[src/rtl/uart_rx.sv]
// UART receiver: 2-flop synchronized rx, mid-bit sampling, ready/valid word handoff with error pulses.
// Optional even-parity bit is enabled by defining UART_RX_PARITY_EN.
module uart_rx #(
   parameter int unsigned CLKS_PER_BIT = 16,
   parameter int unsigned DATA_WIDTH   = 8
) (
   input  logic                  clk,
   input  logic                  rst,
   input  logic                  rx,
   output logic [DATA_WIDTH-1:0] rx_data,
   output logic                  rx_valid,
   input  logic                  rx_ready,
   output logic                  parity_err,
   output logic                  framing_err,
   output logic                  overrun_err
);

   localparam int unsigned CNT_W = $clog2(CLKS_PER_BIT);
   localparam int unsigned IDX_W = $clog2(DATA_WIDTH);

   localparam logic [CNT_W-1:0] HALF_LAST = CNT_W'(CLKS_PER_BIT / 2 - 1);
   localparam logic [CNT_W-1:0] BIT_LAST  = CNT_W'(CLKS_PER_BIT - 1);
   localparam logic [IDX_W-1:0] IDX_LAST  = IDX_W'(DATA_WIDTH - 1);

   typedef enum logic [2:0] {
      IDLE,
      START,
      DATA,
`ifdef UART_RX_PARITY_EN
      PARITY,
`endif
      STOP,
      BREAK
   } state_e;

   state_e                  state_q, state_d;
   logic                    rxMeta_q, rxSync_q;
   logic [CNT_W-1:0]        cnt_q, cnt_d;
   logic [IDX_W-1:0]        bitIdx_q, bitIdx_d;
   logic [DATA_WIDTH-1:0]   shiftReg_q, shiftReg_d;
   logic [DATA_WIDTH-1:0]   rxData_q, rxData_d;
   logic                    rxValid_q, rxValid_d;
   logic                    framingErr_q, framingErr_d;
   logic                    overrunErr_q, overrunErr_d;
   logic                    rx_s;
   logic                    halfEnd, bitEnd;
   logic                    frameDone, stopBad, loadWord;
   logic                    frameParErr;

`ifdef UART_RX_PARITY_EN
   logic                    parBad_q, parBad_d;
   logic                    parityErr_q, parityErr_d;
`endif

   assign rx_s    = rxSync_q;
   assign halfEnd = (cnt_q == HALF_LAST);
   assign bitEnd  = (cnt_q == BIT_LAST);

   // Two-stage synchronizer; flops reset high so a reset never looks like a start bit.
   always_ff @(posedge clk) begin
      if (!rst) begin
         rxMeta_q <= 1'b1;
         rxSync_q <= 1'b1;
      end else begin
         rxMeta_q <= rx;
         rxSync_q <= rxMeta_q;
      end
   end

   always_ff @(posedge clk) begin
      if (!rst) begin
         state_q <= IDLE;
      end else begin
         state_q <= state_d;
      end
   end

   always_comb begin
      state_d = state_q;
      case (state_q)
         IDLE: begin
            if (!rx_s) begin
               state_d = START;
            end
         end
         START: begin
            if (halfEnd) begin
               state_d = rx_s ? IDLE : DATA;
            end
         end
         DATA: begin
            if (bitEnd && (bitIdx_q == IDX_LAST)) begin
`ifdef UART_RX_PARITY_EN
               state_d = PARITY;
`else
               state_d = STOP;
`endif
            end
         end
`ifdef UART_RX_PARITY_EN
         PARITY: begin
            if (bitEnd) begin
               state_d = STOP;
            end
         end
`endif
         STOP: begin
            if (bitEnd) begin
               state_d = rx_s ? IDLE : BREAK;
            end
         end
         BREAK: begin
            if (rx_s) begin
               state_d = IDLE;
            end
         end
         default: state_d = IDLE;
      endcase
   end

   assign frameDone = (state_q == STOP) && bitEnd && rx_s;
   assign stopBad   = (state_q == STOP) && bitEnd && !rx_s;
   assign loadWord  = frameDone && (!rxValid_q || rx_ready);

`ifdef UART_RX_PARITY_EN
   assign frameParErr = parBad_q;
`else
   assign frameParErr = 1'b0;
`endif

   // The bit counter restarts on every state change and at each bit boundary, so it never wraps.
   always_comb begin
      cnt_d        = '0;
      bitIdx_d     = bitIdx_q;
      shiftReg_d   = shiftReg_q;
      rxData_d     = rxData_q;
      rxValid_d    = rxValid_q;
      framingErr_d = stopBad;
      overrunErr_d = frameDone && !loadWord;
`ifdef UART_RX_PARITY_EN
      parBad_d     = parBad_q;
      parityErr_d  = parityErr_q;
`endif

      if ((state_d == state_q) && (state_q != IDLE) && (state_q != BREAK) && !bitEnd) begin
         cnt_d = cnt_q + CNT_W'(1);
      end

      if (state_q == IDLE) begin
         bitIdx_d = '0;
      end

      if ((state_q == DATA) && bitEnd) begin
         shiftReg_d = {rx_s, shiftReg_q[DATA_WIDTH-1:1]};
         bitIdx_d   = (bitIdx_q == IDX_LAST) ? '0 : bitIdx_q + IDX_W'(1);
      end

`ifdef UART_RX_PARITY_EN
      if ((state_q == PARITY) && bitEnd) begin
         parBad_d = rx_s ^ (^shiftReg_q);
      end
`endif

      if (rxValid_q && rx_ready) begin
         rxValid_d = 1'b0;
      end

      if (loadWord) begin
         rxData_d  = shiftReg_q;
         rxValid_d = 1'b1;
`ifdef UART_RX_PARITY_EN
         parityErr_d = frameParErr;
`endif
      end
   end

   always_ff @(posedge clk) begin
      if (!rst) begin
         cnt_q        <= '0;
         bitIdx_q     <= '0;
         shiftReg_q   <= '0;
         rxData_q     <= '0;
         rxValid_q    <= 1'b0;
         framingErr_q <= 1'b0;
         overrunErr_q <= 1'b0;
`ifdef UART_RX_PARITY_EN
         parBad_q     <= 1'b0;
         parityErr_q  <= 1'b0;
`endif
      end else begin
         cnt_q        <= cnt_d;
         bitIdx_q     <= bitIdx_d;
         shiftReg_q   <= shiftReg_d;
         rxData_q     <= rxData_d;
         rxValid_q    <= rxValid_d;
         framingErr_q <= framingErr_d;
         overrunErr_q <= overrunErr_d;
`ifdef UART_RX_PARITY_EN
         parBad_q     <= parBad_d;
         parityErr_q  <= parityErr_d;
`endif
      end
   end

   assign rx_data     = rxData_q;
   assign rx_valid    = rxValid_q;
   assign framing_err = framingErr_q;
   assign overrun_err = overrunErr_q;
`ifdef UART_RX_PARITY_EN
   assign parity_err  = parityErr_q;
`else
   assign parity_err  = 1'b0;
`endif

endmodule

[config.mk]
export PLATFORM = sky130hd
export DESIGN_NAME = uart_rx
export DESIGN_NICKNAME = d
export VERILOG_FILES = /design/src/rtl/uart_rx.sv
export SDC_FILE = /design/constraint.sdc
export NUM_CORES = 1
export LEC_CHECK = 0
export CAP_MARGIN = 20
export CELL_PAD_IN_SITES_DETAIL_PLACEMENT = 2
export CELL_PAD_IN_SITES_GLOBAL_PLACEMENT = 2
export CORE_UTILIZATION = 38
export CTS_BUF_LIST = sky130_fd_sc_hd__clkbuf_2
export DETAILED_ROUTE_END_ITERATION = 6
export PLACE_DENSITY = 0.87
export SLEW_MARGIN = 20
export SYNTH_ARGS = -nofsm -noshare
export SYNTH_HDL_FRONTEND = slang
export SYNTH_SLANG_ARGS = --single-unit
[constraint.sdc]
create_clock -name clk -period 4.6 [get_ports clk]
set_clock_uncertainty 0.15 [all_clocks]
set_input_delay 0.92 -clock clk [delete_from_list [all_inputs] [get_ports clk]]
set_output_delay 0.92 -clock clk [all_outputs]
set_load 0.03 [all_outputs]
==> impl_metrics.json, run 1 <==
{
  "status": "finished clean",
  "final_area_um2": 1530,
  "finalSetupTns_ns": 0,
  "hp-class": "reg2reg",
  "synth-edff-count": 0,
  "ctsResizeCount": 0,
  "setup_slack_ns": 2.10,
  "synth_cells": 145,
  "slew_headroom_pct": 53.2,
  "vdd_drop_max_v": 0.000120,
  "avgSynthCellArea_um2": 9.28,
  "critPathMaxFanout": 2,
  "cp_top_family": "buffers and inverters",
  "viasPerCell": 5.48,
  "grt_use_total_pct": 22.3,
  "startpoint_type": "register",
  "nNetsFinal": 161,
  "synthToLayoutAreaGrowth_pct": 13.8,
  "yosys_most_used_dff": "dfxtp_1",
  "final.min_clock_period_ns": 2.50,
  "clock.fmax_ghz": 0.400,
  "drc": 0,
  "portBuffers": 14,
  "cp.arrival_ns": 1.43,
  "required_ns": 3.53,
  "post-route-period-util_pct": 54.4,
  "first_iter_violations": 24,
  "path_cells": "clkdlybuf4s50_1",
  "place_ws_ns": 1.67,
  "drv_cap": 0,
  "setup_viol": 0,
  "endpoint_kind": "output port",
  "ys_warn_count": 0,
  "hold_violations": 0,
  "syn-num-nets": 152,
  "cts_buffers": 5,
  "hpwl_um": 2510,
  "synth_top_family_by_area": "simple AND/OR/NAND/NOR gates",
  "via_count": 1101,
  "cp.depth": 1,
  "diodes": 0,
  "postPlaceCellArea_um2": 1480,
  "worstMarginPinSlew_ns": 0.699,
  "cts_sinks": 31,
  "antenna_left": 0,
  "h-tree-depth": 2,
  "synth_seq_cells": 31,
  "grt_pass1_vias": 1114,
  "ctsHoldBuffers": 0,
  "synth_cell_type_count": 38,
  "synthMuxAreaShare_pct": 5.95,
  "rows": 21,
  "final_common_cell": "dfxtp_1",
  "initial_core_util_pct": 40.0,
  "whs_path_depth": 1,
  "firstDrtPassIters": 4,
  "clockBufferDepth": 2,
  "leakagePower_uw": 0.000511,
  "reg2regPathDepth": 3,
  "synth_fa_ha_area_share_pct": 2.79,
  "gp_congestion": 0.697,
  "critPathSlowestCell": "clkdlybuf4s50_1",
  "drive_gt1_share_pct": 8.39,
  "grt-ovfl-total": 0,
  "die_area_um2": 3780,
  "cts_tree": "yes",
  "post_cts_buffers": 0,
  "wl_per_cell_um": 18.0,
  "yosysSeqAreaShare_pct": 46.1,
  "clock_latency_ns": 0.37,
  "grt_max_degree": 34,
  "criticalPathCategory": "reg2out",
  "drv_slew": 0,
  "critPathBufInv": 1,
  "synth_xor_area_share_pct": 1.30,
  "rsz0062_at_grt": "no",
  "synthArstFlopShare_pct": 0,
  "layout_common_cells": "31 x dfxtp_1, 19 x nand2_1, 14 x clkdlybuf4s50_1",
  "die_y_um": 61.5,
  "root_buffer": "clkbuf_2",
  "synth_compound_area_share_pct": 14.9,
  "grt_pass1_wl_um": 5800,
  "pin_count": 16,
  "core_region_area_um2": 3360,
  "clk_pin_slew_ns": 0.16,
  "synth-simple-area-share_pct": 23.4,
  "die_w_um": 61.5,
  "max_stage_delay_ns": 0.69,
  "antenna_found_initial": 0,
  "drt-total-wl_um": 3630,
  "syn_area_um2": 1350,
  "powerDensity_nw_per_um2": 277
}
-- logic make-up (layout without fill, tap and decap cells) --
| family | Yosys count | in the layout |
|---|---|---|
| compound gates | 29 | 29 |
| xor+xnor | 2 | 2 |
| fa+ha+maj | 3 | 3 |
| buf+inv | 14 | 24 |
| flops | 31 | 31 |
| mux | 8 | 8 |
| other cells | 1 | 1 |
| simple gates | 57 | 57 |
-- where the power goes --
part	total, µW	internal, µW	switching (µW)
Clock	136	41.5	94.2
Sequential	273	270	2.45
Combinational	15.9	6.89	9.03
Total	424	319	106
-- cell type report --
type | count | area [µm²]
sequential | 31 | 621
fill | 379 | 1830
clock inverter | 1 | 5.00
timing repair buffer | 15 | 148
multi-input combinational | 100 | 663
clock buffer | 7 | 35.0
tap | 46 | 57.6
inverter | 1 | 3.75
-- metal layers --
metal | up-vias | wire (µm) | track usage (%)
met1 | 551 | 1680 | 27.5
met3 | 6 | 116 | 7.56
met2 | 22 | 1800 | 35.6
li1 | 522 | - | -
met5 | - | 0 | 0
met4 | 0 | 38 | 8.89
-- path summary, 6_finish.rpt --
check / from / to / slack, ns
max: rx_data[2] / rx_data[2] / 2.10
min: rxMeta_q / rxSync_q / 0.30
max reg2reg: state_q[1] / rx_data[2] / 2.42
min reg2reg: rxMeta_q / rxSync_q / 0.30
-- state kept, by name, summed over array words and instances, names as in the netlist --
| register | flops |
|---|---|
| rx_data | 8 |
| shiftReg_q | 8 |
| cnt_q | 4 |
| bitIdx_q | 3 |
| state_q | 3 |
| framing_err | 1 |
| overrun_err | 1 |
| rxMeta_q | 1 |
| rxSync_q | 1 |
| rx_valid | 1 |
-- metrics by stage --
step,instances,power (µW),hold WS [ns],util [%]
2_1_floorplan,145,289,0.236,-
3_3_place_gp,193,293,0.250,44.1
3_5_place_dp,193,294,0.271,44.1
4_1_cts,201,430,0.313,45.3
5_1_grt,201,440,0.333,45.6
6_report,201,424,0.299,45.6
-- synthesized netlist by cell type, types with 2 or more instances --
library cell,instances,area [µm²]
o211ai_1,3,22.5
mux2i_1,8,80.1
nand2b_1,4,25.0
nand2_1,19,71.3
a21boi_0,10,75.1
nand3_1,12,60.1
a22oi_1,2,15.0
o21a_1,2,15.0
ha_1,3,37.5
dfxtp_1,31,621
clkbuf_1,5,18.8
nor2_1,2,7.51
o21ai_0,8,40.0
buf_2,5,25.0
nor3_1,4,20.0
a21oi_1,2,10.0
and3_1,3,18.8
and3b_1,2,17.5
No activity file was read; power rests on OpenSTA's default activity.
==> run 2: changes to the inputs <==
--- a/config.mk
+++ b/config.mk
@@ -8,10 +8,10 @@
 export CAP_MARGIN = 20
 export CELL_PAD_IN_SITES_DETAIL_PLACEMENT = 2
 export CELL_PAD_IN_SITES_GLOBAL_PLACEMENT = 2
-export CORE_UTILIZATION = 38
+export CORE_UTILIZATION = 35
 export CTS_BUF_LIST = sky130_fd_sc_hd__clkbuf_2
 export DETAILED_ROUTE_END_ITERATION = 6
-export PLACE_DENSITY = 0.87
+export PLACE_DENSITY = 0.81
 export SLEW_MARGIN = 20
 export SYNTH_ARGS = -nofsm -noshare
 export SYNTH_HDL_FRONTEND = slang
==> constraint.sdc (replaced) <==
create_clock -name clk -period 2.6 [get_ports clk]
set_clock_uncertainty 0.15 [all_clocks]
set_input_delay 0.52 -clock clk [delete_from_list [all_inputs] [get_ports clk]]
set_output_delay 0.52 -clock clk [all_outputs]
set_load 0.03 [all_outputs]
==> run 2 against run 1 <==
Net effect: core utilization is 4.0 points lower; register-to-register slack worse by 1.8 ns; cell area hardly changed; setup slack worse by 1.6 ns; global-route usage is 4.2 points lower; final cell count is 1.5% higher; clock power is 75% higher; total power is 76% higher.
==> impl_metrics.json, run 2 (synthesis results as in run 1) <==
{
  "critPathSlowestCell": "clkdlybuf4s50_1",
  "setup_viol": 0,
  "die_w_um": 64.0,
  "postPlaceCellArea_um2": 1490,
  "status": "finished clean",
  "diodes": 0,
  "vdd_drop_max_v": 0.000122,
  "final_common_cell": "dfxtp_1",
  "gp_congestion": 0.712,
  "antenna_found_initial": 0,
  "wl_per_cell_um": 14.9,
  "cp.arrival_ns": 1.41,
  "first_iter_violations": 40,
  "cts_buffers": 5,
  "reg2regPathDepth": 4,
  "clock.fmax_ghz": 0.481,
  "whs_path_depth": 1,
  "final.min_clock_period_ns": 2.08,
  "cts_sinks": 31,
  "drc": 0,
  "reg2reg_to": "bitIdx_q[0]",
  "p_switching_uw": 183,
  "ctsHoldBuffers": 0,
  "drt-total-wl_um": 3050,
  "via_count": 1069,
  "critPathMaxFanout": 2,
  "r2r_start": "cnt_q[0]",
  "firstDrtPassIters": 4,
  "pin_count": 16,
  "post_cts_buffers": 0,
  "criticalPathCategory": "reg2out",
  "initial_core_util_pct": 36.5,
  "grt_pass1_wl_um": 5520,
  "hp-start": "rxMeta_q",
  "min_to": "rxSync_q",
  "rows": 22,
  "h-tree-depth": 2,
  "core_region_area_um2": 3690,
  "leakagePower_uw": 0.000510,
  "r2r_slack_ns": 0.64,
  "p_clk_share_pct": 31.8,
  "path_cells": "clkdlybuf4s50_1",
  "viasPerCell": 5.24,
  "die_y_um": 64.0,
  "drv_cap": 0,
  "startpoint_type": "register",
  "totalPowerFinal_uw": 747,
  "seq_power_share_pct": 64.5,
  "grt_pass1_vias": 1167,
  "antenna_left": 0,
  "switching_share_pct": 24.5,
  "portBuffers": 14,
  "ctsResizeCount": 0,
  "max_stage_delay_ns": 0.68,
  "share_comb_of_total_power_pct": 3.6,
  "hold_violations": 0,
  "layout_common_cells": "31 x dfxtp_1, 19 x nand2_1, 14 x clkdlybuf4s50_1",
  "post-route-period-util_pct": 80.0,
  "rsz0062_at_grt": "no",
  "endpoint_kind": "output port",
  "synthToLayoutAreaGrowth_pct": 13.9,
  "grt_use_total_pct": 18.1,
  "clk_pin_slew_ns": 0.15,
  "nNetsFinal": 162,
  "power.internal_uw": 564,
  "critPathBufInv": 1,
  "hp-class": "reg2reg",
  "hpwl_um": 2210,
  "drive_gt1_share_pct": 8.97,
  "die_area_um2": 4100,
  "grt_max_degree": 33,
  "required_ns": 1.93,
  "root_buffer": "clkbuf_2",
  "num-fill-cells": 420,
  "cts_tree": "yes",
  "final_area_um2": 1530,
  "drv_slew": 0,
  "clockBufferDepth": 2,
  "grt-ovfl-total": 0,
  "cp_top_family": "buffers and inverters",
  "finalSetupTns_ns": 0,
  "clock_latency_ns": 0.37,
  "powerDensity_nw_per_um2": 487
}
run 2: changes by cell type in the layout (fill, tap and decap cells not counted), sizes merged:
cell,change
buf,+1
run 2: metal layers:
metal | routed length, µm | vias up | part of all wire [%] | GRT usage [%]
li1 | - | 528 | - | -
met1 | 1420 | 520 | 47 | 21.6
met2 | 1460 | 16 | 48 | 29.1
met3 | 110 | 5 | 3.6 | 5.89
met4 | 54 | 0 | 1.8 | 8.52
met5 | 0 | - | 0 | 0
run 2: worst max path at each step:
stage | start | cells past startpoint | slack (ns) | end
after global routing | rx_data[1] | 1 | 0.45 | rx_data[1]
after detailed placement | rx_ready | 5 | 0.62 | rx_data[3]
after floorplan | cnt_q[0] | 6 | 1.04 | rx_data[0]
final | rx_data[2] | 1 | 0.52 | rx_data[2]
after CTS | rx_data[2] | 1 | 0.50 | rx_data[2]
after global placement | rx_ready | 5 | 0.69 | rx_data[0]
run 2: worst reg2reg max path, cell delays in order (launching register included):
cell      delay (ns)
dfxtp_1         0.39
ha_1            0.36
nand3b_1        0.36
or4_1           0.51
a21boi_1        0.14
run 2: through the flow:
stage               instances  setup slack, ns  utilization [%]  hold slack [ns]
floorplan                 145             1.04                -            0.236
global placement          196            0.688             40.5            0.249
detailed placement        196            0.620             40.5            0.257
CTS                       204            0.496             41.6            0.299
global route              204            0.453             41.6            0.323
finish                    204            0.520             41.6            0.292
run 2: final cells by class:
class	instances	area, µm²	share of cell area [%]
repair buffers	16	155	10.1
clock inverters	1	5.00	0.326
multi-input cells	100	654	42.7
flip-flops and latches	31	621	40.5
well taps	48	60.1	3.92
inverters	1	3.75	0.245
clock buffers	7	35.0	2.28
run 2: power groups by stage:
stage	Clock, µW	Combinational, µW	Sequential (µW)
after CTS	251	27.5	482
after global routing	273	29.9	483
after global placement	0	26.5	492
after floorplan	0	21.0	490
final	238	27.0	482
after detailed placement	0	27.6	492
==> run 3: changes to the inputs <==
--- a/config.mk
+++ b/config.mk
@@ -8,10 +8,10 @@
 export CAP_MARGIN = 20
 export CELL_PAD_IN_SITES_DETAIL_PLACEMENT = 2
 export CELL_PAD_IN_SITES_GLOBAL_PLACEMENT = 2
-export CORE_UTILIZATION = 35
+export CORE_UTILIZATION = 32
 export CTS_BUF_LIST = sky130_fd_sc_hd__clkbuf_2
 export DETAILED_ROUTE_END_ITERATION = 6
-export PLACE_DENSITY = 0.81
+export PLACE_DENSITY = 0.78
 export SLEW_MARGIN = 20
 export SYNTH_ARGS = -nofsm -noshare
 export SYNTH_HDL_FRONTEND = slang
==> constraint.sdc (replaced) <==
create_clock -name clk -period 1.9 [get_ports clk]
set_clock_uncertainty 0.15 [all_clocks]
set_input_delay 0.38 -clock clk [delete_from_list [all_inputs] [get_ports clk]]
set_output_delay 0.38 -clock clk [all_outputs]
set_load 0.03 [all_outputs]
==> run 3 against run 2 <==
Net effect: via count grew 0.75%; sequential share of layout area decreased by 1.2 points; setup slack lost 0.41 ns; sequential power rose by 37%; count of clock-buffer cells in the layout is the same; worst hold slack improved by 0.036 ns; core utilization down 2.4 points; critical endpoint is now rx_data[5]; wire length increased by 13%; critical path depth up 4; register-to-register slack got worse by 0.53 ns; largest power group unchanged; flip-flop and latch count unchanged.
==> impl_metrics.json, run 3 (synthesis results as in run 1) <==
{
  "status": "finished clean",
  "postPlaceCellArea_um2": 1550,
  "regArea_um2": 621,
  "clock_latency_ns": 0.39,
  "grt_max_degree": 33,
  "clockBufferDepth": 2,
  "antenna_found_initial": 0,
  "whs_ns": 0.328,
  "cp_top_family": "simple AND/OR/NAND/NOR gates",
  "finalSetupTns_ns": 0,
  "criticalPathCategory": "reg2reg",
  "startpoint_type": "register",
  "hpwl_um": 2540,
  "portBuffers": 14,
  "pin_count": 16,
  "die_w_um": 66.9,
  "firstDrtPassIters": 4,
  "layout_common_cells": "31 x dfxtp_1, 19 x nand2_1, 11 x nand3_1, 11 x dlygate4sd2_1, 10 x a21boi_0",
  "post-route-period-util_pct": 94.0,
  "via_count": 1077,
  "first_iter_violations": 53,
  "powerDensity_nw_per_um2": 658,
  "drive_gt1_share_pct": 13.0,
  "clk_pin_slew_ns": 0.17,
  "viasPerCell": 5.10,
  "drc": 0,
  "rsz0062_at_grt": "no",
  "grt_pass1_wl_um": 5530,
  "h-tree-depth": 2,
  "die_y_um": 66.9,
  "core_region_area_um2": 4030,
  "cts_buffers": 5,
  "setup_viol": 0,
  "nNetsFinal": 167,
  "root_buffer": "clkbuf_2",
  "critPathMaxFanout": 8,
  "final_common_cell": "dfxtp_1",
  "final_area_um2": 1580,
  "cts_sinks": 31,
  "hold_violations": 0,
  "multi_input_area_um2": 662,
  "endpoint_kind": "register",
  "cp.arrival_ns": 1.95,
  "max_stage_delay_ns": 0.40,
  "synthToLayoutAreaGrowth_pct": 17.4,
  "wl_per_cell_um": 16.3,
  "clock.fmax_ghz": 0.560,
  "num-fill-cells": 463,
  "grt_use_total_pct": 17.7,
  "rows": 23,
  "ctsHoldBuffers": 0,
  "initial_core_util_pct": 33.4,
  "antenna_left": 0,
  "grt-ovfl-total": 0,
  "final.min_clock_period_ns": 1.79,
  "diodes": 0,
  "critPathBufInv": 1,
  "path_cells": "ha_2, nand3_2, nor4b_2, buf_4, mux2i_1",
  "cts_tree": "yes",
  "critPathSlowestCell": "dfxtp_1",
  "leakagePower_uw": 0.000590,
  "hp-class": "reg2reg",
  "drv_cap": 0,
  "die_area_um2": 4470,
  "drv_slew": 0,
  "required_ns": 2.06,
  "gp_congestion": 0.689,
  "grt_pass1_vias": 1110,
  "drt-total-wl_um": 3440,
  "vdd_drop_max_v": 0.000225
}
[run 3: per-stage QoR]
step,std cells,setup WS [ns],total power [µW],util [%]
global route,211,0.00593,1090,39.2
CTS,211,0.0232,1050,39.1
global placement,203,0.128,713,38.4
finish,211,0.114,1040,39.2
floorplan,145,0.342,699,-
detailed placement,203,-0.0480,715,38.4
[run 3: what timing repair did]
action                     in CTS  in global routing
setup endpoints to repair      13                  4
setup buffers                   0                  0
resized for setup              12                  1
pin swaps                       0                  0
[run 3: where the power goes]
part / switching, µW / internal (µW) / total [µW]
combinational: 21.4 / 19.3 / 40.6
clock: 238 / 100 / 338
sequential: 5.81 / 655 / 660
total: 265 / 774 / 1040
[run 3: layout make-up]
type / count / share of cell area [%]
Multi-Input combinational cell: 100 / 41.9
Sequential cell: 31 / 39.3
Timing Repair Buffer: 21 / 12.1
Tap cell: 50 / 3.96
Clock buffer: 7 / 2.22
Clock inverter: 1 / 0.317
Inverter: 1 / 0.238
[run 3: layer usage]
layer	vias up	track usage (%)	share of wire, %
met4	0	7.18	1.8
met1	520	19.7	46
met5	-	0	0
li1	536	-	-
met3	6	6.68	3.3
met2	15	30.1	49
[run 3: worst min-delay path: stages (launching register included)]
cell	delay, ns
dfxtp_1	0.34
nand2_1	0.06
mux2i_1	0.06
[run 3: worst paths after layout]
check / start / end / cells after the start / slack (ns)
worst max-delay path: cnt_q[0] / rx_data[5] / 5 / 0.11
worst min-delay path: rx_data[6] / rx_data[6] / 2 / 0.33
worst max register to register: cnt_q[0] / rx_data[5] / 5 / 0.11
worst min register to register: rx_data[6] / rx_data[6] / 2 / 0.33
